[src/rtl/ahb_req_arbiter.sv]
// Round-robin arbiter + burst sequencer in front of one AHB-Lite master.
// Ports: req_* (per-requester commands), m_* (master application side).
module ahb_req_arbiter #(
  parameter int NUM_REQ = 4,
  parameter int LEN_W   = 4
) (
  input  logic                     HCLK,
  input  logic                     HRESETn,
  input  logic [NUM_REQ-1:0]       req_valid,
  input  logic [NUM_REQ*32-1:0]    req_addr,
  input  logic [NUM_REQ-1:0]       req_wr,
  input  logic [NUM_REQ*LEN_W-1:0] req_len,
  input  logic [NUM_REQ*32-1:0]    req_wdata,
  output logic [NUM_REQ-1:0]       req_ready,
  output logic [NUM_REQ-1:0]       wdata_ack,
  output logic [31:0]              rdata,
  output logic [NUM_REQ-1:0]       rdata_valid,
  output logic [NUM_REQ-1:0]       done,
  output logic                     busy,
  output logic                     m_enable,
  output logic                     m_new_trans,
  output logic                     m_inc,
  output logic                     m_wr,
  output logic [31:0]              m_addr,
  output logic [31:0]              m_data_in,
  input  logic [31:0]              m_data_out,
  input  logic                     m_data_valid,
  input  logic                     m_wait
);

  localparam int GW = $clog2(NUM_REQ);

  typedef enum logic [1:0] {
    IDLE,
    BURST,
    LAST
  } state_t;

  state_t state, state_n;

  logic [GW-1:0]    g;
  logic [GW-1:0]    last_grant;
  logic [GW-1:0]    pick_idx;
  logic             pick_hit;
  logic [31:0]      cur_addr;
  logic             wr_q;
  logic [LEN_W-1:0] len_q;
  logic [LEN_W:0]   beat;
  logic             go;
  logic             last_beat;
  logic             data_ph;

  logic [31:0]      addr_a  [NUM_REQ];
  logic [31:0]      wdata_a [NUM_REQ];
  logic [LEN_W-1:0] len_a   [NUM_REQ];

  always_comb begin
    for (int i = 0; i < NUM_REQ; i++) begin
      addr_a[i]  = req_addr[i*32 +: 32];
      wdata_a[i] = req_wdata[i*32 +: 32];
      len_a[i]   = req_len[i*LEN_W +: LEN_W];
    end
  end

  // Search upward from last_grant+1, wrapping.
  always_comb begin : arb
    int k;
    logic [GW-1:0] kk;
    k        = 0;
    kk       = '0;
    pick_hit = 1'b0;
    pick_idx = '0;
    for (int i = 1; i <= NUM_REQ; i++) begin
      k  = (int'(last_grant) + i) % NUM_REQ;
      kk = GW'(k);
      if (!pick_hit && req_valid[kk]) begin
        pick_hit = 1'b1;
        pick_idx = kk;
      end
    end
  end

  assign go        = !m_wait;
  assign last_beat = (beat == {1'b0, len_q});
  // A data phase is pending once the first address beat was accepted.
  assign data_ph   = (state == BURST && beat != '0)
                   || (state == LAST);

  always_comb begin
    state_n     = state;
    req_ready   = '0;
    wdata_ack   = '0;
    rdata       = '0;
    rdata_valid = '0;
    done        = '0;
    busy        = (state != IDLE);
    m_enable    = 1'b0;
    m_new_trans = 1'b0;
    m_inc       = 1'b0;
    m_wr        = 1'b0;
    m_addr      = '0;
    m_data_in   = '0;
    unique case (state)
      IDLE: begin
        // No grant while in reset, or the command would be lost.
        if (pick_hit && go && HRESETn) begin
          req_ready[pick_idx] = 1'b1;
          state_n             = BURST;
        end
      end
      BURST: begin
        m_enable    = 1'b1;
        m_addr      = cur_addr;
        m_wr        = wr_q;
        // Restart as NONSEQ at each 1 KB boundary.
        m_new_trans = (beat == '0)
                    || (cur_addr[9:0] == 10'd0);
        m_inc       = !last_beat;
        if (go && last_beat) state_n = LAST;
      end
      LAST: begin
        m_enable = 1'b1;
        m_addr   = cur_addr;
        m_wr     = wr_q;
        if (go) begin
          done[g] = 1'b1;
          state_n = IDLE;
        end
      end
      default: state_n = IDLE;
    endcase
    // Write data is held through wait states.
    if (data_ph) begin
      if (wr_q) begin
        m_data_in    = wdata_a[g];
        wdata_ack[g] = go;
      end else begin
        rdata          = m_data_out;
        rdata_valid[g] = go & m_data_valid;
      end
    end
  end

  always_ff @(posedge HCLK) begin
    if (!HRESETn) begin
      state      <= IDLE;
      g          <= '0;
      last_grant <= GW'(NUM_REQ - 1);
      cur_addr   <= '0;
      wr_q       <= 1'b0;
      len_q      <= '0;
      beat       <= '0;
    end else begin
      state <= state_n;
      if (state == IDLE && state_n == BURST) begin
        g          <= pick_idx;
        last_grant <= pick_idx;
        cur_addr   <= addr_a[pick_idx] & ~32'h3;
        wr_q       <= req_wr[pick_idx];
        len_q      <= len_a[pick_idx];
        beat       <= '0;
      end else if (state == BURST && go) begin
        cur_addr <= cur_addr + 32'd4;
        beat     <= beat + (LEN_W+1)'(1);
      end
    end
  end

endmodule

[config.mk]
export PLATFORM = sky130hd
export DESIGN_NAME = ahb_req_arbiter
export DESIGN_NICKNAME = d
export VERILOG_FILES = /design/src/rtl/ahb_req_arbiter.sv
export SDC_FILE = /design/constraint.sdc
export NUM_CORES = 1
export LEC_CHECK = 0
export CELL_PAD_IN_SITES_DETAIL_PLACEMENT = 1
export CELL_PAD_IN_SITES_GLOBAL_PLACEMENT = 1
export CORE_AREA = 2 2 168 170
export DETAILED_ROUTE_END_ITERATION = 10
export DIE_AREA = 0 0 170 172
export PLACE_DENSITY = 0.8
export SETUP_SLACK_MARGIN = 0.05
export SYNTH_ARGS = -nofsm -noshare
export SYNTH_HDL_FRONTEND = slang
export SYNTH_SLANG_ARGS = --single-unit
[constraint.sdc]
create_clock -name HCLK -period 7.2 [get_ports HCLK]
set_input_delay 1.44 -clock HCLK [delete_from_list [all_inputs] [get_ports HCLK]]
set_output_delay 1.44 -clock HCLK [all_outputs]
set_load 0.03 [all_outputs]
; ---- Word-level counts from Yosys, hierarchy flattened
; Cells that the tools add are included.
[classes]
add_sub_neg = 6
magnitude_cmp = 10
eq_ne = 4
n_mux = 54
bitwise = 6
n_reduce_logical = 26
[ops]
columns = cell, n
row1 = two-way mux 32 bit, 11
row2 = binary-select mux 32 bit (select 2 bit), 2
row3 = two-way mux 4 bit, 10
row4 = adder 32 x 3 -> 32 bit (second input constant), 1
row5 = less-than comparator 2 x 3 -> 1 bit (second input constant), 6
row6 = two-way mux 1 bit, 15
row7 = two-way mux 2 bit, 7
row8 = logical AND 1 bit, 11
row9 = binary-select mux 1 bit (select 2 bit), 5
row10 = zero test 10 bit, 1
row11 = bitwise AND 4 bit, 2
row12 = binary-select mux 4 bit (select 2 bit), 1
row13 = >= comparator 3 bit (second input constant), 2
row14 = inverter 2 -> 3 bit, 2
row15 = case mux 2 bit (3 select lines), 1
row16 = adder 5 x 1 -> 5 bit (second input constant), 1
row17 = equality test 5 x 4 -> 1 bit, 1
row18 = zero test 1 bit, 5
row19 = zero test 5 bit, 1
row20 = nonzero test 5 bit, 1
row21 = adder 2 x 1 -> 2 bit (second input constant), 2
row22 = adder 2 bit (second input constant), 2
row23 = demux 1 bit (select 2 bit), 2
row24 = equality test 2 x 1 -> 1 bit (second input constant), 2
row25 = 8 further kinds, 12
[word_totals]
regBits = 48
input_bits = 316
output_inout_bits = 117
wordCells = 114

; ---- Logic depth before layout (Yosys ltp)
; Gate-level depths: netlist (run 1).
[logic_depth]
ltp_word = 20
depth_mapped = 9
mapped_depth_nobuf = 8

; ---- Worst setup path after synthesis (run 1)
; Ideal clock, no wire load.
[synth_timing]
path_kind = input to output
startpoint = in req_valid[2]
endpoint = out req_ready[1]
arrival_ps = 3287
required_ps = 5760
path_slack_ps = 2473
cell_stages = 6
path_buffers = 2
cell_sequence = nand2b_1 a21boi_0 o21ai_2 buf_4 buf_2 nor3b_1
[synth_between]
elab_chain_len = 18
word_cells_on_any_way = 31
classes_between = order compare: 2 / mux: 20 / reduce/logical: 9
[synth_lines]
columns = element, line
row1 = "start, declared", 9  ; input logic [NUM_REQ-1:0] req_valid,
row2 = binary-select mux 1 bit (select 2 bit), 76  ; if (!pick_hit && req_valid[kk]) begin
row3 = two-way mux 1 bit (implied by the code), 76
row4 = two-way mux 1 bit, 76
row5 = zero test 1 bit, 76
row6 = logical AND 1 bit, 76
row7 = two-way mux 1 bit, 76
row8 = zero test 1 bit, 76
row9 = logical AND 1 bit, 76
row10 = [... 2 more ...], -
row11 = logical AND 1 bit, 76
row12 = two-way mux 2 bit, 76
row13 = less-than comparator 2 x 3 -> 1 bit (implied by the code) or >= comparator 2 x 1 -> 1 bit (tied branches), 107  ; req_ready[pick_idx] = 1'b1;
row14 = logical AND 1 bit (implied by the code), 107
row15 = two-way mux 1 bit (implied by the code), 107
row16 = demux 1 bit (select 2 bit), 107
row17 = two-way mux 4 bit (*), 106  ; if (pick_hit && go && HRESETn) begin
row18 = two-way mux 4 bit (*), 103  ; unique case (state)
row19 = "end, declared", 14  ; output logic [NUM_REQ-1:0] req_ready,
; Mark *: on every way between the ends. The rest lies on a longest branch, timed or not. The select of a mux whose other input is x is not followed.

; ---- Worst setup path in the final report (run 1)
[layout_timing]
startpoint = in req_valid[1]
endpoint = out req_ready[3]
; The elaborated chain is that of the path after synthesis.

==> qor.csv, run 1 <==
stage,metric,value,unit
floorplanning,die_w,170,um
synthesis,synth-edff-count,0,
synthesis,yosys-top-cells-count,"66 x and2_1, 57 x mux4_2, 51 x nor2_1, 46 x dfxtp_1, 38 x nand2_1",
sta,max_slew.worst_pin.slew,0.870,ns
global_route,grt_use_met2,29.1,%
routing,drcViolationCount,0,
sta,timing.slew.headroom,42.0,%
synthesis,synth_most_common_cell,and2_1,
run_status,status,"complete, no violations",
sta,fmax,0.191,GHz
run,cap_violations,0,
worst_setup_path,critPathMaxFanout,7,
worst_setup_path,crit_path_start_kind,primary input,
global_route,grtUsageTotal,16.3,%
pwr,p_leak,3.29,nW
clocking,cts_tree,done,
final_layout,n_fill_cell,3176,
place,place.gp.congestion,0.840,
synthesis,synth_top_area_share,26.1,%
sta,fin_crit,5.23,ns
global_route,grt.busiest_layer,met2,
final_layout,stdcell_count,1276,
worst_setup_path,arrival,3.79,ns
clocking,cts_made_buffers,5,
clocking,cts.clk_slew.worst_paths,0.06,ns
floorplanning,die_y,172,um
synthesis,async_flop_share,0,%
synthesis,yosys-top-cells-area,"mux4_2 26%, dfxtp_1 19%, and2_1 8.4%",
pwr,switching_share,34.4,%
final_layout,drive_above_1_share,8.62,%
clocking,cts_root_buf,clkbuf_16,
clocking,cts_sinks,46,
clocking,cts_resized,0,
routing,drt_iter0_markers,331,
worst_setup_path,cp_top_family,buffers and inverters,
routing,ant_nets,0,
synthesis,postSynthCellCount,532,
floorplanning,rows,61,
clocking,cts.htree.levels,2,
worst_setup_path,required,5.76,ns
routing,wl_per_cell,19.6,um
synthesis,ys_seq_elements,46,
synthesis,synthFlopType,dfxtp_1,
synthesis,yosys_warnings,0,
final_layout,final_area,9600,um2
synthesis,ys_seq_area_share,18.7,%
global_route,grt_pass1_vias,6195,
pwr,power_density,128,nW/um2
floorplanning,start_util,17.9,%
routing,dr.pass1.iters,4,
place,dp_hpwl,20900,um
worst_setup_path,path_cells,clkdlybuf4s50_1 -> nor2_1 -> o22ai_1 -> a311o_1 -> nor3b_1 -> clkdlybuf4s50_1,
sta,setup-tns-final,0,ns
sta,finalWorstSetupSlack,1.97,ns
global_route,grt_pass1_wl,36600,um
clocking,cts_hold_repair.buffers,0,
pwr,p_seq_share,27.3,%
worst_hold_path,hp-class,reg -> reg,
worst_setup_path,critical_path.most_common_cell,clkdlybuf4s50_1,
place,io_buffers,422,
global_route,gr-usage-met1,19.9,%
final_layout,area_delta_synth_final,95.1,%
routing,vias,5837,
synthesis,synth_top_area_cell,mux4_2,
place,pre_cts_slack,1.97,ns
pwr,ir_worst_vdd,0.0883,mV
worst_setup_path,worstSetupEndpointType,primary output,
floorplanning,ioPinCount,433,
routing,vias_per_cell,4.57,
sta,slew_violations,0,
sta,fin_skew,0.00801,ns
sta,rsz0062_at_grt,false,
synthesis,synth.cell_area,4920,um2
sta,setup_viol,0,
worst_setup_path,critPathBufInv,2,
synthesis,synth_area_per_cell,9.25,um2
global_route,met3_usage,3.96,%
synthesis,ys_types,49,
place,dp.cells,1266,
worst_setup_path,cpMaxStageDelayCell,clkdlybuf4s50_1,
global_route,grt_max_degree,58,
floorplanning,core,27500,um2
place,placed_area,9430,um2
global_route,antenna_found_initial,2,
clocking,clock_latency,0.29,ns
sta,hold_viol,0,
pwr,p_comb_share,52.1,%
sta,hold_ws,0.475,ns
sta,period_share,72.6,%
routing,routed_wl,25000,um
worst_setup_path,max_stage_delay,0.74,ns
floorplanning,die_area,29200,um2
final_layout,finalNetCount,1251,
pwr,switching_power,0.425,mW
global_route,overflow,0,
pwr,p_int,0.808,mW
pwr,clkPwrFrac,20.5,%
clocking,postCtsSetupBuffers,0,
worst_setup_path,path_class,in -> out,
clocking,clockBufferDepth,2,
==> cell families (layout without fill, tap and decap cells) <==
group	after synthesis	count (layout)	synth area share [%]
simple gates	253	253	27.6
compound gates	68	68	10.2
mux	68	68	30.0
buf+inv	54	449	5.29
flops	46	46	18.7
xor+xnor	34	34	6.05
fa+ha+maj	8	8	2.03
other cells	1	4	0.0762
==> final timing paths <==
| check | from | end | slack (ns) | cells after the start |
|---|---|---|---|---|
| max | req_valid[1] | req_ready[3] | 1.97 | 6 |
| min | len_q[3]$_SDFFE_PN0P_ | len_q[3]$_SDFFE_PN0P_ | 0.47 | 2 |
| max reg2reg | state[1]$_SDFF_PN0_ | cur_addr[30]$_SDFFE_PN0P_ | 4.14 | 7 |
| min reg2reg | len_q[3]$_SDFFE_PN0P_ | len_q[3]$_SDFFE_PN0P_ | 0.47 | 2 |
==> cell type report <==
class | count | area, um2 | share of cell area, %
repair buffers | 431 | 4290 | 44.7
clock inverters | 1 | 8.76 | 0.0912
flip-flops and latches | 46 | 922 | 9.61
multi-input cells | 433 | 3750 | 39.1
diodes | 2 | 5.00 | 0.0521
well taps | 346 | 433 | 4.51
inverters | 10 | 37.5 | 0.391
clock buffers | 7 | 153 | 1.59
==> metal layers <==
layer,vias to the layer above,wire (um)
met2,204,12800
met4,2,444
met5,-,13
met3,31,1730
li1,2740,-
met1,2860,10000
==> flip-flops by register name (all words and copies together), names as in the netlist <==
name,flops
cur_addr,30
beat,5
len_q,4
g,2
last_grant,2
state,2
wr_q,1
==> placed cells by master, fill, tap and decap left out, types with 4 or more instances in the layout <==
| cell | n |
|---|---|
| nor2b_1 | 31 |
| inv_1 | 10 |
| mux4_1 | 5 |
| xor2_1 | 20 |
| and4_1 | 4 |
| nand2_1 | 38 |
| a211oi_1 | 24 |
| nand3_1 | 14 |
| xnor2_1 | 14 |
| nand2b_1 | 6 |
| ha_1 | 8 |
| buf_4 | 9 |
| mux4_2 | 57 |
| dfxtp_1 | 45 |
| clkbuf_16 | 5 |
| a221o_1 | 5 |
| o21ai_0 | 6 |
| a21oi_1 | 16 |
| nor3_1 | 12 |
| and3_1 | 5 |
| and2_1 | 66 |
| clkdlybuf4s50_1 | 422 |
| nand4_1 | 13 |
| mux2i_1 | 6 |
| nor2_1 | 51 |
==> tightest hold or removal path, delay by kind of cell (launching register included) <==
kind	cells	cell delay [ns]
DFF	1	0.32
and+or+nand+nor	1	0.05
AOI/OAI and AO/OA	1	0.05
==> through the flow <==
stage	power, mW	utilization [%]
2_1_floorplan	0.699	-
3_3_place_gp	0.980	34.3
3_5_place_dp	0.992	34.3
4_1_cts	1.25	34.9
5_1_grt	1.31	34.9
6_report	1.23	34.9
==> power groups by stage <==
stage | sequential, mW | clock, mW | combinational, mW
3_5_place_dp | 0.342 | 0 | 0.649
6_report | 0.337 | 0.253 | 0.643
5_1_grt | 0.344 | 0.271 | 0.698
4_1_cts | 0.337 | 0.259 | 0.654
2_1_floorplan | 0.325 | 0 | 0.374
3_3_place_gp | 0.340 | 0 | 0.640
(Power assumes the default switching activity.)
==> inputs of run 2 (changes only) <==
--- a/config.mk
+++ b/config.mk
@@ -7,10 +7,10 @@
 export LEC_CHECK = 0
 export CELL_PAD_IN_SITES_DETAIL_PLACEMENT = 1
 export CELL_PAD_IN_SITES_GLOBAL_PLACEMENT = 1
-export CORE_AREA = 2 2 168 170
+export CORE_AREA = 2 2 170 172
 export DETAILED_ROUTE_END_ITERATION = 10
-export DIE_AREA = 0 0 170 172
-export PLACE_DENSITY = 0.8
+export DIE_AREA = 0 0 172 174
+export PLACE_DENSITY = 0.82
 export SETUP_SLACK_MARGIN = 0.05
 export SYNTH_ARGS = -nofsm -noshare
 export SYNTH_HDL_FRONTEND = slang
==> constraint.sdc (replaced) <==
create_clock -name HCLK -period 4.4 [get_ports HCLK]
set_input_delay 0.88 -clock HCLK [delete_from_list [all_inputs] [get_ports HCLK]]
set_output_delay 0.88 -clock HCLK [all_outputs]
set_load 0.03 [all_outputs]
==> run 2 against run 1 <==
Sequential power up 66%; routed wire length fell by 0.69%; non-clock buffer count increased by 3; final cell count grew 3.1%; clock skew shrank 0.00097 ns; power rose by 66%; setup slack lost 1.5 ns; critical endpoint is now wdata_ack[0]; core utilization down 0.48 points; clock power up 62%; largest cell class unchanged.
==> qor.csv, run 2 (synthesized netlist as in run 1, its figures left out) <==
stage,metric,value,unit,change
clocking,cts_resized,0,,unchanged
floorplanning,die_y,174,um,was 172 um
routing,dr.pass1.iters,4,,unchanged
worst_setup_path,worstSetupEndpointType,primary output,,unchanged
routing,vias,5821,,was 5837
pwr,ir_worst_vdd,0.157,mV,was 0.0883 mV
pwr,p_leak,3.32,nW,was 3.29 nW
clocking,cts_tree,done,,unchanged
pwr,p_seq_share,27.5,%,was 27.3%
routing,vias_per_cell,4.43,,was 4.57
global_route,overflow,0,,unchanged
clocking,cts.htree.levels,2,,unchanged
pwr,power_density,210,nW/um2,was 128 nW/um2
final_layout,final_core_util,34.5,%,was 34.9%
run_status,status,"complete, no violations",,unchanged
sta,setup_viol,0,,unchanged
final_layout,top_register,cur_addr,,unchanged
run,cap_violations,0,,unchanged
sta,timing.slew.headroom,40.9,%,was 42.0%
worst_setup_path,rr_startpoint,state[1]$_SDFF_PN0_,,unchanged
floorplanning,start_util,17.4,%,was 17.9%
clocking,cts_made_buffers,5,,unchanged
clocking,clock_latency,0.29,ns,about the same
worst_setup_path,path_class,reg -> out,,was in -> out
clocking,cts_root_buf,clkbuf_16,,unchanged
final_layout,largest_reg_flops,30,,unchanged
routing,drt_iter0_markers,298,,was 331
final_layout,finalNetCount,1254,,was 1251
routing,ant_nets,0,,unchanged
worst_setup_path,required,3.52,ns,was 5.76 ns
worst_setup_path,arrival,3.08,ns,was 3.79 ns
clocking,postCtsSetupBuffers,0,,unchanged
worst_setup_path,max_stage_delay,0.64,ns,was 0.74 ns
floorplanning,core,28200,um2,was 27500 um2
place,dp.cells,1307,,was 1266
final_layout,mostFrequentLayoutCells,"418 x clkdlybuf4s50_1, 66 x and2_1, 57 x mux4_2",,"was 422 x clkdlybuf4s50_1, 66 x and2_1, 57 x mux4_2"
worst_setup_path,reg2reg_slack,1.94,ns,was 4.14 ns
sta,fin_crit,3.96,ns,
clocking,cts_hold_repair.buffers,0,,unchanged
floorplanning,ioPinCount,433,,unchanged
clocking,clockBufferDepth,2,,unchanged
worst_setup_path,crit_path_start_kind,register,,was primary input
sta,fin_skew,0.00703,ns,was 0.00801 ns
clocking,cts_sinks,46,,unchanged
sta,setup-tns-final,0,ns,unchanged
place,dp_hpwl,20900,um,about the same
floorplanning,rows,62,,was 61
final_layout,final_common_cell,clkdlybuf4s50_1,,unchanged
worst_hold_path,min_from,len_q[2]$_SDFFE_PN0P_,,was len_q[3]$_SDFFE_PN0P_
worst_setup_path,path_cells,inv_1 -> ha_1 -> or4b_2 -> a21oi_1 -> or2b_2 -> buf_4 -> nor4_1 -> clkdlybuf4s50_1,,was clkdlybuf4s50_1 -> nor2_1 -> o22ai_1 -> a311o_1 -> nor3b_1 -> clkdlybuf4s50_1
global_route,grt_pass1_vias,6122,,was 6195
pwr,p_comb_share,52.4,%,was 52.1%
final_layout,diodes,0,,was 2
place,io_buffers,422,,unchanged
worst_setup_path,critPathMaxFanout,21,,was 7
sta,hold_ws,0.471,ns,was 0.475 ns
place,pre_cts_slack,0.616,ns,was 1.97 ns
pwr,clkPwrFrac,20.1,%,was 20.5%
routing,routed_wl,24800,um,was 25000 um
pwr,switching_share,34.4,%,about the same
sta,max_slew.worst_pin.slew,0.887,ns,was 0.870 ns
global_route,antenna_found_initial,0,,was 2
worst_setup_path,reg2reg_to,cur_addr[30]$_SDFFE_PN0P_,,unchanged
sta,period_share,90.0,%,
sta,slew_violations,0,,unchanged
routing,wl_per_cell,18.9,um,was 19.6 um
sta,rsz0062_at_grt,false,,unchanged
final_layout,top_regs,"cur_addr x30, beat x5, len_q x4",,unchanged
final_layout,stdcell_count,1315,,was 1276
worst_setup_path,r2r_cells,8,,was 7
global_route,grt_max_degree,42,,was 58
global_route,grt_pass1_wl,36600,um,about the same
sta,fmax,0.252,GHz,
floorplanning,die_w,172,um,was 170 um
place,place.gp.congestion,0.863,,was 0.840
final_layout,drive_above_1_share,9.34,%,was 8.62%
final_layout,area_delta_synth_final,97.8,%,was 95.1%
sta,hold_viol,0,,unchanged
pwr,switching_power,0.703,mW,was 0.425 mW
routing,drcViolationCount,0,,unchanged
worst_setup_path,cpMaxStageDelayCell,or4b_2,,was clkdlybuf4s50_1
global_route,grtUsageTotal,16.1,%,was 16.3%
final_layout,n_fill_cell,3273,,was 3176
floorplanning,die_area,29900,um2,was 29200 um2
worst_hold_path,whs_endpoint,len_q[2]$_SDFFE_PN0P_,,was len_q[3]$_SDFFE_PN0P_
clocking,cts.clk_slew.worst_paths,0.06,ns,about the same
worst_hold_path,hold_path_depth,2,,unchanged
pwr,p_int,1.34,mW,was 0.808 mW
sta,finalWorstSetupSlack,0.439,ns,was 1.97 ns
worst_hold_path,hp-class,reg -> reg,,unchanged
-- run 2: final cells by class --
cell class	count	area [um2]	share of cell area [%]
tap	384	480	4.94
sequential	46	922	9.48
clock inverter	1	8.76	0.0900
inverter	10	37.5	0.386
clock buffer	7	153	1.57
timing repair buffer	434	4380	45.0
multi-input combinational	433	3750	38.5
-- run 2: power by group through the flow --
stage	Sequential (mW)	Combinational (mW)	Clock (mW)
global placement	0.568	1.07	0
global route	0.575	1.15	0.439
floorplan	0.532	0.612	0
CTS	0.562	1.09	0.418
finish	0.561	1.07	0.411
detailed placement	0.571	1.08	0
-- run 2: per-layer routing --
metal | vias up | track usage (%) | wire length [um]
met5 | - | 0 | 0
met4 | 0 | 3.01 | 340
met3 | 24 | 3.85 | 1730
met2 | 230 | 28.0 | 12300
met1 | 2813 | 20.2 | 10400
li1 | 2754 | - | -
-- run 2: worst max-delay path by stage --
stage | to | from
floorplan | req_ready[1] | req_valid[2]
global placement | req_ready[1] | m_wait
detailed placement | req_ready[1] | m_wait
CTS | wdata_ack[0] | beat[0]$_SDFFE_PP0P_
global route | wdata_ack[3] | beat[0]$_SDFFE_PP0P_
finish | wdata_ack[0] | beat[0]$_SDFFE_PP0P_
-- run 2: through the flow --
step / cell area, um2 / power, mW
after floorplan: 4920 / 1.14
after global placement: 9570 / 1.63
after detailed placement: 9570 / 1.65
after CTS: 9730 / 2.07
after global routing: 9730 / 2.17
final: 9730 / 2.04
-- run 2: critical path, delay by kind of cell (launching register included) --
family	cells	cell delay [ns]
AND/OR/NAND/NOR	3	1.11
buffers and inverters	3	0.96
flip-flops	1	0.36
AO/OA/AOI/OAI	1	0.22
adder cells (fa/ha/maj)	1	0.13
